--- src/rtl/tt_i2c_eeprom_target.sv ---
// tt_i2c_eeprom_target
// I2C target that behaves like a small 24Cxx-style EEPROM: the word pointer is
// set by a write, data bytes are written sequentially, and sequential reads
// stream bytes from the pointer. Contents can also be preloaded from a side
// port while the bus is not addressing this target.
//
// Ports:
//   clk, rst            system clock (>= 8x SCL), synchronous active-high reset
//   scl_i, sda_i        asynchronous pad inputs
//   sda_o, sda_oe_n     open-drain SDA drive (sda_o fixed 0, oe_n=0 pulls low)
//   cfg_we/addr/data    preload write port, ignored while busy
//   busy                high from an address match until STOP, NACK or mismatch
module tt_i2c_eeprom_target #(
  parameter logic [6:0] DEV_ADDR   = 7'h50,
  parameter int         DEPTH_LOG2 = 4
) (
  input  logic                  clk,
  input  logic                  rst,
  input  logic                  scl_i,
  input  logic                  sda_i,
  output logic                  sda_o,
  output logic                  sda_oe_n,
  input  logic                  cfg_we,
  input  logic [DEPTH_LOG2-1:0] cfg_addr,
  input  logic [7:0]            cfg_data,
  output logic                  busy
);

  localparam int DEPTH = 1 << DEPTH_LOG2;

  typedef enum logic [3:0] {
    S_IDLE, S_DEV, S_DEV_ACK, S_WADDR, S_WADDR_ACK,
    S_WDATA, S_WDATA_ACK, S_RDATA, S_RD_ACK, S_IGNORE
  } state_t;

  // Synchronizers and previous-value registers (not reset: they must keep
  // tracking the bus so a reset never fabricates a START or STOP).
  logic scl_s1_q, scl_s2_q, scl_prev_q;
  logic sda_s1_q, sda_s2_q, sda_prev_q;

  always_ff @(posedge clk) begin
    scl_s1_q   <= scl_i;
    scl_s2_q   <= scl_s1_q;
    scl_prev_q <= scl_s2_q;
    sda_s1_q   <= sda_i;
    sda_s2_q   <= sda_s1_q;
    sda_prev_q <= sda_s2_q;
  end

  logic scl_rise, scl_fall, start_ev, stop_ev;
  assign scl_rise = scl_s2_q & ~scl_prev_q;
  assign scl_fall = ~scl_s2_q & scl_prev_q;
  assign start_ev = scl_s2_q & scl_prev_q & sda_prev_q & ~sda_s2_q;
  assign stop_ev  = scl_s2_q & scl_prev_q & ~sda_prev_q & sda_s2_q;

  state_t                  state_q, state_d;
  logic [3:0]              cnt_q, cnt_d;
  logic [DEPTH_LOG2-1:0]   ptr_q, ptr_d;
  logic                    busy_q, busy_d;
  logic                    sda_oe_n_q, sda_oe_n_d;
  logic                    rw_q, rw_d;
  logic [7:0]              sr_q, sr_d;
  logic [7:0]              mem_q [DEPTH];

  logic                    mem_we;
  logic [DEPTH_LOG2-1:0]   mem_waddr;
  logic [7:0]              mem_wdata;
  logic [7:0]              byte_in;

  always_comb begin
    state_d    = state_q;
    cnt_d      = cnt_q;
    ptr_d      = ptr_q;
    busy_d     = busy_q;
    sda_oe_n_d = sda_oe_n_q;
    rw_d       = rw_q;
    sr_d       = sr_q;
    mem_we     = 1'b0;
    mem_waddr  = ptr_q;
    mem_wdata  = sr_q;
    byte_in    = {sr_q[6:0], sda_s2_q};

    if (stop_ev) begin
      state_d    = S_IDLE;
      cnt_d      = 4'd0;
      busy_d     = 1'b0;
      sda_oe_n_d = 1'b1;
    end else if (start_ev) begin
      state_d    = S_DEV;
      cnt_d      = 4'd0;
      sda_oe_n_d = 1'b1;
    end else begin
      unique case (state_q)
        S_DEV: begin
          if (scl_rise) begin
            sr_d  = byte_in;
            cnt_d = cnt_q + 4'd1;
            if (cnt_q == 4'd7) begin
              rw_d = sda_s2_q;
              if (sr_q[6:0] == DEV_ADDR) begin
                state_d = S_DEV_ACK;
                busy_d  = 1'b1;
              end else begin
                state_d = S_IGNORE;
                busy_d  = 1'b0;
              end
            end
          end
        end
        S_WADDR, S_WDATA: begin
          if (scl_rise) begin
            sr_d  = byte_in;
            cnt_d = cnt_q + 4'd1;
            if (cnt_q == 4'd7) begin
              if (state_q == S_WADDR) begin
                ptr_d   = byte_in[DEPTH_LOG2-1:0];
                state_d = S_WADDR_ACK;
              end else begin
                state_d = S_WDATA_ACK;
              end
            end
          end
        end
        // ACK states enter with cnt=8; the first SCL fall drives the ACK
        // (cnt=9), the second fall ends the ACK clock and hands the bus on.
        S_DEV_ACK, S_WADDR_ACK, S_WDATA_ACK: begin
          if (scl_rise && state_q == S_WDATA_ACK && cnt_q == 4'd9) begin
            mem_we = 1'b1;
            ptr_d  = ptr_q + DEPTH_LOG2'(1);
          end
          if (scl_fall) begin
            if (cnt_q == 4'd8) begin
              sda_oe_n_d = 1'b0;
              cnt_d      = 4'd9;
            end else begin
              sda_oe_n_d = 1'b1;
              cnt_d      = 4'd0;
              if (state_q == S_DEV_ACK && rw_q) begin
                sr_d       = mem_q[ptr_q];
                sda_oe_n_d = mem_q[ptr_q][7];
                state_d    = S_RDATA;
              end else if (state_q == S_DEV_ACK) begin
                state_d = S_WADDR;
              end else begin
                state_d = S_WDATA;
              end
            end
          end
        end
        // The MSB is already on the bus on entry; each later fall shifts
        // the next bit out until all eight have been clocked.
        S_RDATA: begin
          if (scl_rise) cnt_d = cnt_q + 4'd1;
          if (scl_fall) begin
            if (cnt_q == 4'd8) begin
              sda_oe_n_d = 1'b1;
              state_d    = S_RD_ACK;
            end else begin
              sr_d       = {sr_q[6:0], 1'b0};
              sda_oe_n_d = sr_q[6];
            end
          end
        end
        S_RD_ACK: begin
          if (scl_rise) begin
            if (sda_s2_q) begin
              state_d = S_IGNORE;
              busy_d  = 1'b0;
            end else begin
              ptr_d = ptr_q + DEPTH_LOG2'(1);
              cnt_d = 4'd9;
            end
          end
          if (scl_fall && cnt_q == 4'd9) begin
            sr_d       = mem_q[ptr_q];
            sda_oe_n_d = mem_q[ptr_q][7];
            cnt_d      = 4'd0;
            state_d    = S_RDATA;
          end
        end
        default: ;
      endcase
    end

    if (!mem_we && cfg_we && !busy_q) begin
      mem_we    = 1'b1;
      mem_waddr = cfg_addr;
      mem_wdata = cfg_data;
    end
  end

  always_ff @(posedge clk) begin
    if (rst) begin
      state_q    <= S_IDLE;
      cnt_q      <= 4'd0;
      ptr_q      <= '0;
      busy_q     <= 1'b0;
      sda_oe_n_q <= 1'b1;
    end else begin
      state_q    <= state_d;
      cnt_q      <= cnt_d;
      ptr_q      <= ptr_d;
      busy_q     <= busy_d;
      sda_oe_n_q <= sda_oe_n_d;
    end
  end

  always_ff @(posedge clk) begin
    rw_q <= rw_d;
    sr_q <= sr_d;
    if (mem_we) mem_q[mem_waddr] <= mem_wdata;
  end

  assign sda_o    = 1'b0;
  assign sda_oe_n = sda_oe_n_q;
  assign busy     = busy_q;

endmodule

--- config.mk ---
export PLATFORM = sky130hd
export DESIGN_NAME = tt_i2c_eeprom_target
export DESIGN_NICKNAME = d
export VERILOG_FILES = /design/src/rtl/tt_i2c_eeprom_target.sv
export SDC_FILE = /design/constraint.sdc
export NUM_CORES = 1
export LEC_CHECK = 0
export BUFFER_PORTS_ARGS = -buffer_cell sky130_fd_sc_hd__buf_2
export CAP_MARGIN = 20
export CORE_MARGIN = 10
export CORE_UTILIZATION = 40
export DETAILED_ROUTE_END_ITERATION = 8
export HOLD_SLACK_MARGIN = 0.05
export PLACE_DENSITY_LB_ADDON = 0.2
export SLEW_MARGIN = 40
export SYNTH_ARGS = -nofsm -noshare
export SYNTH_HDL_FRONTEND = slang
export SYNTH_SLANG_ARGS = --single-unit
--- constraint.sdc ---
create_clock -name clk -period 2.73 [get_ports clk]
set_input_delay 0.546 -clock clk [delete_from_list [all_inputs] [get_ports clk]]
set_output_delay 0.546 -clock clk [all_outputs]
set_load 0.02 [all_outputs]
==> results.py <==
metrics = {
    "timing": {
        "setup_viol": 0,
        "finClkSkew_ns": 0.00643,
        "hold_viol": 0,
        "fmax_mhz": 393,
        "min_period_over_period": 0.933,
        "relSlewSlack": 0.455,
        "setup-tns-final_ns": 0,
        "rsz0062_at_grt": "no",
        "finalMaxSlewViolations": 0,
        "worst_pin_slew_ns": 0.815,
        "finalCriticalPeriod_ns": 2.55,
    },
    "global_route": {
        "grt_max_degree": 20,
        "grt_usage": 0.150,
        "gr-usage-met2": 0.234,
        "antenna_found_initial": 0,
        "use_met1": 0.203,
        "grt_use_met3": 0.0374,
        "grt_pass1_wl_mm": 26.8,
        "grt.busiest_layer": "met2",
        "grt_overflow_total": 0,
        "grt_pass1_vias": 4302,
    },
    "synthesis": {
        "avgSynthCellArea_um2": 15.5,
        "synth_seq_cells": 161,
        "ys_seq_area_frac": 0.643,
        "synth_area_um2": 7150,
        "yosysMostFrequentCell": "edfxtp_1",
        "yosys.area.top_type": "edfxtp_1",
        "synthArstFlopShare": 0,
        "synth_edf_count": 137,
        "dominantRegCellSynth": "edfxtp_1",
        "synth_common_cells": "137 x edfxtp_1, 34 x mux4_2, 29 x nor2_1",
        "synth_top_area_share": 0.576,
        "syn_inst": 461,
        "ys_types": 68,
        "synthesis.nets": 482,
        "synth_warnings": 0,
        "synthTopCellsByArea": "edfxtp_1 58%, mux4_2 11%, dfxtp_1 6.7%",
    },
    "setup_path": {
        "crit_arrival_ns": 2.67,
        "crit_path_end_kind": "register",
        "crit_required_ns": 2.85,
        "critical_path_class": "register to register",
        "worstSetupStartpointType": "register",
        "cpPeakStageDelay_ns": 0.35,
        "crit_chain": "inv_1, ha_1, and3b_1, a41oi_4, buf_4, nor2b_1, a21oi_1, nor2_1, buf_4",
        "cp_common_cell": "buf_4",
        "cp_slowest_cell": "a41oi_4",
        "r2r_cells": 9,
        "worstPathMaxFanout": 10,
    },
    "hold_path": {
        "hold_path_depth": 1,
        "hold_path.class": "primary input to register",
    },
    "clocking": {
        "clkSinkCount": 161,
        "cts_resized": 0,
        "h-tree-depth": 4,
        "cts_tree": "built",
        "cts_buffers": 17,
        "post-cts-setup-buffers": 0,
        "clock_path_buffers": 2,
        "clockRootBuffer": "clkbuf_16",
        "clk_pin_slew_ns": 0.06,
        "clkLatencyLatePin_ns": 0.42,
        "ctsHoldBuffers": 0,
    },
    "floorplan": {
        "rows": 48,
        "start_util": 0.410,
        "die-height_um": 154,
        "die_area_um2": 23600,
        "fp.dieW_um": 154,
        "core-area_um2": 17400,
        "io_pins": 20,
    },
    "cells_and_area": {
        "fill_cells": 1500,
        "drive_gt1_frac": 0.274,
        "multi_input_area_um2": 2350,
        "num_antenna_cells": 0,
        "final_util": 0.480,
        "layout.nets": 541,
        "seq_area_um2": 4600,
        "area_growth_pct": 17.1,
    },
    "placed_design": {
        "gp_congestion": 0.872,
        "portBuffers": 18,
        "place_hpwl_mm": 11.5,
    },
    "routing": {
        "drt-total-wl_mm": 17.4,
        "drtIter0Drc": 433,
        "ant_nets": 0,
        "vias_per_cell": 5.75,
        "drt_pass1_iterations": 8,
        "vias": 4362,
        "wl_per_cell_um": 23.0,
        "remaining_drc_errors": 0,
    },
    "power_and_ir_drop": {
        "p_seq_frac": 0.485,
        "powerDensity_nw_per_um2": 696,
        "intPower_w": 0.00441,
        "peakVddDrop_uv": 462,
        "p_comb_frac": 0.112,
        "p_leak_nw": 2.76,
        "clkPwrFrac": 0.403,
        "switching_power_w": 0.00141,
        "power_switching_share": 0.243,
        "power_w": 0.00582,
    },
    "run": {
        "cap_violations": 0,
    },
    "status": {
        "outcome": "finished clean",
    },
}
[kinds of logic after synthesis]
| family | Yosys count | synth area share |
|---|---|---|
| buffers and inverters | 41 | 0.0294 |
| XOR/XNOR | 1 | 0.00123 |
| AO/OA/AOI/OAI | 72 | 0.0806 |
| AND/OR/NAND/NOR | 116 | 0.0858 |
| other | 1 | 0.000525 |
| flip-flops | 161 | 0.643 |
| adder cells (fa/ha/maj) | 4 | 0.00700 |
| multiplexers | 65 | 0.153 |
[worst paths after layout]
check	slack (ns)	to	start
setup / recovery	0.18	mem_q[0][4]	cnt_q[1]
hold / removal	0.22	sda_s1_q	sda_i
setup reg to reg	0.18	mem_q[0][4]	cnt_q[1]
hold reg to reg	0.33	sda_s2_q	sda_s1_q
[worst max-delay path: cells and delay by family, from the launching register on]
| family | cells | cell delay (ns) |
|---|---|---|
| and+or+nand+nor | 3 | 0.70 |
| AOI/OAI and AO/OA | 2 | 0.53 |
| buffers and inverters | 3 | 0.52 |
| DFF | 1 | 0.33 |
| adders and majority gates | 1 | 0.17 |
[cell type report]
cell class,instances,area share
clock inverters,14,0.0187
inverters,11,0.00494
well taps,225,0.0337
clock buffers,18,0.0513
repair buffers,70,0.0604
flip-flops and latches,161,0.549
multi-input cells,259,0.282
[flip-flops by register name (all words and copies together) (netlist names), named ones only]
register,cells
busy,1
cnt_q,4
mem_q,128
ptr_q,4
rw_q,1
scl_prev_q,1
scl_s1_q,1
scl_s2_q,1
sda_oe_n,1
sda_prev_q,1
sda_s1_q,1
sda_s2_q,1
sr_q,8
state_q,4
[layout by cell type (no fill, tap or decap), types with 4 or more instances in the layout]
| master | instances |
|---|---|
| edfxtp_1 | 137 |
| buf_4 | 50 |
| mux4_2 | 34 |
| nor2_1 | 28 |
| nand2_1 | 28 |
| dfxtp_1 | 23 |
| mux2i_1 | 20 |
| buf_2 | 18 |
| clkbuf_16 | 17 |
| a21oi_1 | 14 |
| mux2_1 | 11 |
| nand3_1 | 11 |
| inv_1 | 10 |
| nor3_1 | 10 |
| nor2b_1 | 8 |
| nand2b_1 | 8 |
| o21ai_0 | 6 |
| o211ai_1 | 6 |
| a31oi_1 | 6 |
| a211o_1 | 5 |
| nor3b_1 | 4 |
| ha_1 | 4 |
[metal layers]
layer  vias to the layer above  wire length [µm]
met5                         -                 0
met4                         0               180
met3                        19              1100
met2                       170              8390
met1                      2235              7740
li1                       1938                 -
[per-stage QoR]
step	area [µm²]	setup slack, ns	std cells	hold slack, ns
6_report	8360	0.184	758	0.223
5_1_grt	8360	0.0476	758	0.209
4_1_cts	8350	0.116	758	0.214
3_5_place_dp	7760	0.119	726	0.313
3_3_place_gp	7760	0.233	726	0.310
2_1_floorplan	7150	0.375	461	0.310
[power groups by stage]
| stage | Clock (W) | Sequential [W] | Combinational [W] |
|---|---|---|---|
| after floorplan | 0 | 0.00284 | 0.000458 |
| after global placement | 0 | 0.00287 | 0.000643 |
| after detailed placement | 0 | 0.00288 | 0.000647 |
| after CTS | 0.00238 | 0.00282 | 0.000651 |
| after global routing | 0.00250 | 0.00283 | 0.000707 |
| final | 0.00235 | 0.00282 | 0.000651 |
No activity file was read; power rests on OpenSTA's default activity.
